**src/rtl/fetch_unit.sv**
```systemverilog
// Instruction fetch stage: issues sequential word reads to a synchronous-read
// instruction memory, presents one instruction per cycle to decode, holds the
// presented instruction across decode stalls and restarts on redirects.
module fetch_unit #(
    parameter logic [31:0] RESET_PC = 32'h4000_0000,
    parameter int          IMEM_AW  = 14
) (
    input  logic               clk,
    input  logic               rst,
    input  logic               stall,
    input  logic               redirect_valid,
    input  logic [31:0]        redirect_pc,
    output logic               imem_en,
    output logic [IMEM_AW-1:0] imem_addr,
    input  logic [31:0]        imem_dout,
    output logic               if_valid,
    output logic [31:0]        if_inst,
    output logic [31:0]        if_pc
);

    localparam logic [31:0] NOP = 32'h0000_0013;

    typedef enum logic {BOOT, RUN} state_t;

    state_t      state_q, state_d;
    logic [31:0] pc_q, pc_d;
    logic [31:0] rsp_pc_q, rsp_pc_d;
    logic        rsp_valid_q, rsp_valid_d;
    logic [31:0] hold_inst_q, hold_inst_d;
    logic [31:0] hold_pc_q, hold_pc_d;
    logic        hold_valid_q, hold_valid_d;

    logic [31:0] issue_addr;
    logic [31:0] sel_inst;
    logic [31:0] sel_pc;

    // Issue address, read enable and the decode-facing output mux; reset forces a read at RESET_PC
    always_comb begin
        issue_addr = pc_q;
        if (rst) begin
            issue_addr = RESET_PC;
        end else if (redirect_valid) begin
            issue_addr = redirect_pc & ~32'd3;
        end
        imem_en   = rst | redirect_valid | ~stall | (state_q == BOOT);
        imem_addr = issue_addr[IMEM_AW+1:2];

        sel_inst = NOP;
        sel_pc   = rsp_pc_q;
        if (hold_valid_q) begin
            sel_inst = hold_inst_q;
            sel_pc   = hold_pc_q;
        end else if (rsp_valid_q) begin
            sel_inst = imem_dout;
        end

        if_valid = (hold_valid_q | rsp_valid_q) & ~redirect_valid & (state_q == RUN) & ~rst;
        if_inst  = if_valid ? sel_inst : NOP;
        if_pc    = sel_pc;
    end

    // Next-state: advance on every enabled read, capture/release the stall hold, BOOT lasts one cycle
    always_comb begin
        state_d      = state_q;
        pc_d         = pc_q;
        rsp_pc_d     = rsp_pc_q;
        rsp_valid_d  = rsp_valid_q;
        hold_inst_d  = hold_inst_q;
        hold_pc_d    = hold_pc_q;
        hold_valid_d = hold_valid_q;

        if (imem_en) begin
            pc_d        = issue_addr + 32'd4;
            rsp_pc_d    = issue_addr;
            rsp_valid_d = 1'b1;
        end

        if (redirect_valid) begin
            hold_valid_d = 1'b0;
        end else if (stall && !hold_valid_q && if_valid) begin
            hold_inst_d  = if_inst;
            hold_pc_d    = if_pc;
            hold_valid_d = 1'b1;
        end else if (!stall && hold_valid_q) begin
            hold_valid_d = 1'b0;
        end

        if (state_q == BOOT) begin
            state_d = RUN;
        end
    end

    // State registers with synchronous reset that discards any outstanding read and held instruction
    always_ff @(posedge clk) begin
        if (rst) begin
            state_q      <= BOOT;
            pc_q         <= RESET_PC;
            rsp_pc_q     <= RESET_PC;
            rsp_valid_q  <= 1'b0;
            hold_inst_q  <= NOP;
            hold_pc_q    <= RESET_PC;
            hold_valid_q <= 1'b0;
        end else begin
            state_q      <= state_d;
            pc_q         <= pc_d;
            rsp_pc_q     <= rsp_pc_d;
            rsp_valid_q  <= rsp_valid_d;
            hold_inst_q  <= hold_inst_d;
            hold_pc_q    <= hold_pc_d;
            hold_valid_q <= hold_valid_d;
        end
    end

endmodule

```
**config.mk**
```make
export PLATFORM = sky130hd
export DESIGN_NAME = fetch_unit
export DESIGN_NICKNAME = d
export VERILOG_FILES = /design/src/rtl/fetch_unit.sv
export SDC_FILE = /design/constraint.sdc
export NUM_CORES = 1
export LEC_CHECK = 0
export CAP_MARGIN = 20
export CORE_UTILIZATION = 35
export DETAILED_ROUTE_END_ITERATION = 8
export GPL_TIMING_DRIVEN = 0
export PLACE_DENSITY = 0.57
export SYNTH_ARGS = -nofsm -noshare
export SYNTH_HDL_FRONTEND = slang
export SYNTH_SLANG_ARGS = --single-unit
export TNS_END_PERCENT = 10
```
**constraint.sdc**
```tcl
create_clock -name clk -period 3.65 [get_ports clk]
set_clock_uncertainty 0.2 [all_clocks]
set_input_delay 0.365 -clock clk [delete_from_list [all_inputs] [get_ports clk]]
set_output_delay 0.365 -clock clk [all_outputs]
set_load 0.02 [all_outputs]
```
==> summary by stage, run 1 <==
Clock tree
Counting the buffers created by CTS gives 17. CTS built an H-tree with a depth of 4. Post-CTS timing repair inserted 0 buffers for setup. The worst-skew pair later-pin latency is 420 ps. The clock drives 127 sinks.

The CTS root buffer is sky130_fd_sc_hd__clkbuf_16. No sink is reached through more buffers than the 2 on the longest clock path. TritonCTS built the clock tree. After clock tree synthesis, the clock-pin slew on the worst setup and hold paths is 50 ps. After clock tree synthesis, the flow added hold-fix buffers numbering 0.

Critical path
Across all register-to-register paths, the minimum setup slack is 1090 ps. The data arrival time of the critical path is 2960 ps. The worst register-to-register path begins at state_q$_DFF_P_. The destination of the worst register-to-register timing path is hold_pc_q[17]$_SDFFE_PP0P_. The category of the worst setup path launch point is an input pin. The worst setup path is of the input pin to primary output kind. The endpoint kind of the worst setup timing path is a primary output. For the worst flop-to-flop path, the logic depth is 8. The worst-path maximum fanout is 11. The data required time at the worst endpoint is 3080 ps.

Placed design
Routability-driven placement finished with a final weighted congestion of 0.830. The placed wire-length estimate after detailed placement is 14200 µm. Summing all placed instances gives a cell area of 0.00824 mm².

The number of buffer cells added on primary ports is 143. The instance count after placement with tap cells included is 1153.

Power and ir drop
The total design power is 3.68 mW. Power spread over the standard cell area amounts to 416 mW/mm². The share of total power dissipated in sequential elements is 0.399. The clock network fraction of total power is 0.469. Across the VDD grid, the largest voltage drop is 0.313 mV. The part of the total power dissipated in combinational logic is 0.132. Of the total power, the share spent switching nets is 0.247. The reported leakage power is 3.33 nW. In this run the power spent charging and discharging nets is 906 µW. The internal power of the cells totals 2.77 mW.

Final layout
Once layout is complete, the cells apart from fillers number 1183. The most common cell after layout, fill and taps aside is sky130_fd_sc_hd__nand2_1. After filler insertion, the fill cell instance count of the layout stands at 1824.

The fraction of layout cells with a size suffix above 1 is 0.128. Summing all non-filler instances in the final layout gives an area of 0.00883 mm². Summing all flip-flop and latch instances after layout gives 0.00254 mm².

The antenna diode instance count is 0. In the final layout, the multi-input gates occupy 0.00359 mm². From synthesis to final layout, the design area changed by 35.5%. In the final design database the tool counted 1010 nets. The library cells used most frequently in the layout, excluding fill and tap cells, are sky130_fd_sc_hd__nand2_1 (170), sky130_fd_sc_hd__clkdlybuf4s50_1 (143), sky130_fd_sc_hd__dfxtp_1 (127).

Global route
The global-route total usage across every layer is 0.208. The number of antenna violations at the first check in global routing came to 0. The global-route wire length before repair is 31200 µm. Summed over all layers, the global routing overflow is 0. Entering global routing, the biggest net connects 17 pins. The number of global-route vias before repair is 5635.

Min path
The worst hold-check path type is flop to flop. The worst hold path terminates at rsp_pc_q[4]$_SDFFE_PP0P_. The startpoint identified for the worst hold timing path is rsp_pc_q[4]$_SDFFE_PP0P_. The worst hold path was traced through 2 stages.

Synthesis
Counting every net in the synthesized netlist gives 850. The fraction of the yosys area taken by sequential cells is 0.390. The netlist uses 57 different library cells.

The average cell area after synthesis is 8.35 µm². The count of synthesis-stage warnings from yosys is 0. The synthesized cell area is 0.00652 mm². In the synthesized netlist the dominant register cell turns out to be sky130_fd_sc_hd__dfxtp_1. Counting flops with a built-in enable in the synthesized netlist gives 0. The flop and latch count out of synthesis is 127. The share of flip-flops with an asynchronous set or reset is 0. Counting every instance in the synthesized netlist gives 781.

Routing
The total via count after detailed routing is 5981. The routed length on met2 is 9000 µm. Once detail routing completed, the nets flagged for antenna violations numbered 0. The average via count per standard cell is 5.06. The top routing layer in use is met4. The wire length per cell after detailed routing is 16.6 µm. The detailed router's first-iteration violation count is 356. For this run, design rule violations remaining after detail routing come to 26.

The total wire length is 19700 µm. The first-pass iteration count of the detailed router is 7. After detailed routing, the met3 layer carries 1050 µm of wire. The detailed-route wire length on metal 1 is 9390 µm.

Timing
The number of endpoints with negative hold slack in the final report was 0. The final period utilization is 0.967. In this run the tightest slew margin relative to its limit is 0.493. Setup repair after global routing left no endpoint under its margin.

The final period demand of the worst path is 3530 ps. The number of slew-limit violations in the final report is 0. The slew at the pin closest to its max-slew limit is 760 ps.

The achievable clock frequency is 283 MHz. Setup violations remaining at the end of the flow were counted as 0.

Floorplan
The overall die height is 138 µm. The top-level I/O count is 148. After floorplanning, the core was sized to cover 0.0181 mm².

The die footprint is 0.0192 mm². The initial utilization of the core area, before any placement, comes to 0.360. The number of rows in the core area is 49.

The die width is 138 µm.

Flow run
The number of max-cap violations is 0.

Run status
The flow ran to the end, but the final reports show violations. The final reports fail on design-rule violations.
## flip-flops by register name, indices dropped and copies added, names as in the netlist
signal and cells:
hold_valid_q 1, state_q 1, rsp_valid_q 1, hold_inst_q 32
pc_q 30, rsp_pc_q 30, hold_pc_q 32
## timing repair
| item | CTS | global route |
|---|---|---|
| gates cloned | 0 | 0 |
| setup endpoints to repair | 1 | 2 |
| resized for setup | 1 | 0 |
## worst max path at each step
stage	end	cells after the start	start	slack [ps]
floorplan	pc_q[20]$_SDFFE_PP0P_	12	redirect_valid	690
global placement	imem_en	8	stall	-190
detailed placement	imem_en	8	stall	-170
CTS	imem_en	7	stall	190
global route	imem_en	7	stall	40
finish	imem_en	7	stall	120
## final cells by class
type,count,area share
plain buffers,67,0.0393
clock buffers,21,0.0522
clock inverters,11,0.0157
inverters,8,0.00340
multi-input cells,577,0.407
flip-flops and latches,127,0.288
well taps,229,0.0325
repair buffers,143,0.162
## power by group through the flow
stage	logic, mW	clock network (mW)	registers (mW)
after CTS	0.489	1.75	1.47
after global routing	0.524	1.81	1.47
after detailed placement	0.486	0	1.50
final	0.486	1.72	1.47
after global placement	0.485	0	1.50
after floorplan	0.274	0	1.49
## synthesized netlist by cell type (all sizes together) (2+ instances only)
| cell type | instances | area share |
|---|---|---|
| a211oi | 7 | 0.015 |
| a21boi | 2 | 0.0023 |
| a21o | 2 | 0.0023 |
| a21oi | 45 | 0.036 |
| a22oi | 29 | 0.033 |
| and2 | 2 | 0.0019 |
| and3 | 3 | 0.0029 |
| buf | 39 | 0.037 |
| clkbuf | 30 | 0.017 |
| dfxtp | 127 | 0.39 |
| inv | 7 | 0.0040 |
| mux2 | 36 | 0.062 |
| mux2i | 58 | 0.089 |
| nand2 | 171 | 0.099 |
| nand2b | 2 | 0.0031 |
| nand3 | 22 | 0.020 |
| nand3b | 8 | 0.017 |
| nand4 | 6 | 0.010 |
| nor2 | 93 | 0.054 |
| nor3 | 9 | 0.0077 |
| nor4 | 4 | 0.0061 |
| nor4b | 2 | 0.0036 |
| o21ai | 31 | 0.024 |
| o22ai | 3 | 0.0029 |
| o31ai | 6 | 0.0069 |
| or2 | 2 | 0.0019 |
| xnor2 | 17 | 0.023 |
| xor2 | 6 | 0.0081 |
## cells by family after synthesis
group           Yosys count  synth area share
compound gates          132             0.136
mux                      94             0.151
buf+inv                  77            0.0587
flops                   127             0.390
fa+ha+maj                 1           0.00192
xor+xnor                 23            0.0309
simple gates            327             0.231
## through the flow
| step | worst slack, ps | hold slack, ps | utilization | TNS, ps |
|---|---|---|---|---|
| floorplan | 686 | 212 | - | 0 |
| finish | 122 | 234 | 0.488 | 0 |
| global route | 41.4 | 247 | 0.488 | 0 |
| CTS | 194 | 240 | 0.488 | 0 |
| detailed placement | -172 | 230 | 0.455 | -398 |
| global placement | -190 | 227 | 0.455 | -402 |
## worst max-delay path: stages
cell                              delay, ps
sky130_fd_sc_hd__clkdlybuf4s50_1        420
sky130_fd_sc_hd__nand2_1                110
sky130_fd_sc_hd__nor3_1                  60
sky130_fd_sc_hd__inv_1                  410
sky130_fd_sc_hd__buf_2                  360
sky130_fd_sc_hd__buf_1                  510
sky130_fd_sc_hd__clkdlybuf4s50_1        720
## per-layer routing
layer | global-route usage | vias to the layer above
met2 | 0.329 | 176
li1 | - | 2982
met4 | 0.0686 | 0
met3 | 0.0371 | 18
met5 | 0 | -
met1 | 0.286 | 2805
Power figures use the tool's default switching activity.
==> run 2: changes to the inputs <==
- PLACE_DENSITY: 0.57 -> 0.67
==> summary by stage, run 2 (synthesized netlist as in run 1, its figures left out) <==
Routing
The pre-antenna-repair detailed-routing pass consisted of 7 iterations. Once detail routing completed, the nets flagged for antenna violations numbered 0. The total via count after detailed routing is 6029. The number of design rule violations left after detail routing is 28. The total wire length is 19200 µm. After detailed routing, the number of vias per cell comes to 5.09. The first routing iteration left 394 violations.

The wire length per cell after detailed routing is 16.3 µm.

Power and ir drop
The total design power is 3.76 mW. Dividing total power by cell area gives a power density of 425 mW/mm². Summed over all cells, the static leakage comes to 3.33 nW. The worst ir drop on vdd is 0.355 mV.

Run status
The checks that failed: design-rule violations. The run finished, with violations left.

Critical path
The most repeated library cell on the critical path is sky130_fd_sc_hd__clkdlybuf4s50_1. The signal on the critical path passes through clkdlybuf4s50_1 -> nand2_1 -> nor3_1 -> inv_1 -> buf_2 -> buf_1 -> clkdlybuf4s50_1. The maximum cell stage delay along the critical path is 710 ps.

Grouping stages by cell kind, the critical path spends the most delay in buffers and inverters. The cell type of the slowest stage on the worst timing path is sky130_fd_sc_hd__clkdlybuf4s50_1. STA classifies the critical path endpoint as a primary output.

The data arrival time of the critical path is 2900 ps. The critical path buffer and inverter count is 5. STA classifies the critical path startpoint as an input pin. The worst-path maximum fanout is 11. The data required time at the worst endpoint is 3080 ps. The critical path in this run is classified as input pin to primary output.

Timing
At the pin with the least slew margin, the transition time is 713 ps. For the final routed database, the setup TNS stands at 0 ps. The routed design could run at a clock period as short as 3470 ps. Once routing completed, OpenROAD measured the worst setup slack at 184 ps.

Setup violations remaining at the end of the flow were counted as 0. The number of endpoints with negative hold slack in the final report is 0. Setup repair after global routing left no endpoint under its margin. Headroom to the max-slew limit came out at 0.525. Dividing the final minimum period by the clock period gives 0.950.

The achievable clock frequency is 289 MHz. The number of slew-limit violations in the final report is 0.

Clock tree
Clock tree synthesis found a total of 127 sinks. TritonCTS built the clock tree. The CTS buffer count is 17. CTS placed an instance of sky130_fd_sc_hd__clkbuf_16 at the clock tree root. The longest clock path from root to sink contains 2 buffers.

The H-tree was split into 4 levels. Once the clock tree was built, the setup fixing pass inserted 0 buffers. The clock input transition at the sequential cells of the worst setup and hold paths is 60 ps. The worst-skew pair later-pin latency is 420 ps.

Flow run
Max-cap violations in this run came to 0.

Floorplan
The die covers 0.0192 mm². The floorplan step defined a core boundary enclosing 0.0181 mm². For this configuration, the core starts out at a cell density of 0.360.

The number of rows in the core area is 49. The overall die height is 138 µm. 148 I/O pins were placed.

The die width is 138 µm.

Min path
The worst hold-check path type is flop to flop.

Final layout
The sequential cell area is 0.00254 mm². Leaving out fill and tap cells, the most frequent cells in the layout are sky130_fd_sc_hd__nand2_1 (170), sky130_fd_sc_hd__clkdlybuf4s50_1 (143), sky130_fd_sc_hd__dfxtp_1 (127). The number of antenna diodes in the final layout is 0.

The fraction of layout cells with a size suffix above 1 is 0.130. The fill cell instance count of the final layout is 1756. Relative to the synthesized area, the layout overhead comes to 36.0%. The largest registers in the layout are hold_inst_q (32), hold_pc_q (32). Once layout is complete, the utilization of the core stands at 0.490. The area used by multi-input combinational logic is 0.00359 mm². The final-stage net count is 1011. The library cell used most frequently in the layout, excluding fill and tap cells, is sky130_fd_sc_hd__nand2_1.

Global route
Entering global routing, the biggest net connects 17 pins. Global routing finished with a remaining overflow of 0. The number of antenna violations at the first check in global routing is 0.

The global-route wire length before repair is 30500 µm. The number of global-route vias before repair is 5758. The global-route total usage across every layer is 0.203.

Placed design
The placed wire-length estimate after detailed placement is 13800 µm. The number of buffer cells added on primary ports is 143. The minimum setup slack after placement is -158 ps. The final weighted congestion of routability-driven global placement is 0.891.
[run 2: cell count changes in the layout (fill, tap and decap cells not counted)]
cell                         before  now
sky130_fd_sc_hd__clkinv_4         1    3
sky130_fd_sc_hd__bufinv_16        3    4
sky130_fd_sc_hd__clkbuf_1        30   29
sky130_fd_sc_hd__clkinv_2         5    3
sky130_fd_sc_hd__clkinvlp_4       2    4
sky130_fd_sc_hd__clkbuf_8         2    1
[run 2: path summary, 6_finish.rpt]
path	start	end	slack (ps)	cells past startpoint
max	stall	imem_en	180	7
min reg2reg	rsp_pc_q[8]$_SDFFE_PP0P_	rsp_pc_q[8]$_SDFFE_PP0P_	230	2
max reg2reg	pc_q[2]$_SDFFE_PP0P_	pc_q[20]$_SDFFE_PP0P_	1140	7
min	rsp_pc_q[8]$_SDFFE_PP0P_	rsp_pc_q[8]$_SDFFE_PP0P_	230	2
[run 2: routing by layer]
| metal | wire (µm) | vias up | global-route usage | share of wire |
|---|---|---|---|---|
| met5 | 0 | - | 0 | 0 |
| met4 | 285 | 0 | 0.0792 | 0.015 |
| met1 | 8870 | 2810 | 0.272 | 0.46 |
| met3 | 1230 | 23 | 0.0436 | 0.064 |
| met2 | 8860 | 206 | 0.319 | 0.46 |
| li1 | - | 2990 | - | - |
[run 2: power by group]
group	internal (mW)	switching [mW]
logic	0.231	0.255
clock network	1.16	0.653
registers	1.44	0.0313
[run 2: worst min-delay path, delay by kind of cell (launching register included)]
family           cells  cell delay (ps)
and+or+nand+nor      2               90
DFF                  1              310
[run 2: final cells by class]
cell class / count / area share
Tap cell: 229 / 0.0323
Buffer: 68 / 0.0395
Clock inverter: 14 / 0.0216
Timing Repair Buffer: 143 / 0.161
Sequential cell: 127 / 0.287
Clock buffer: 18 / 0.0495
Inverter: 8 / 0.00339
Multi-Input combinational cell: 577 / 0.405
[run 2: metrics by stage]
| step | cells | cell area [µm²] | hold slack (ps) |
|---|---|---|---|
| CTS | 1184 | 8860 | 236 |
| finish | 1184 | 8860 | 232 |
| global route | 1184 | 8860 | 248 |
| global placement | 1153 | 8240 | 228 |
| detailed placement | 1153 | 8240 | 228 |
| floorplan | 781 | 6520 | 212 |
[run 2: timing repair]
action,4_1_cts,5_1_grt
endpoints found under the setup margin,1,0
gates resized for setup,1,0
hold buffers,0,0
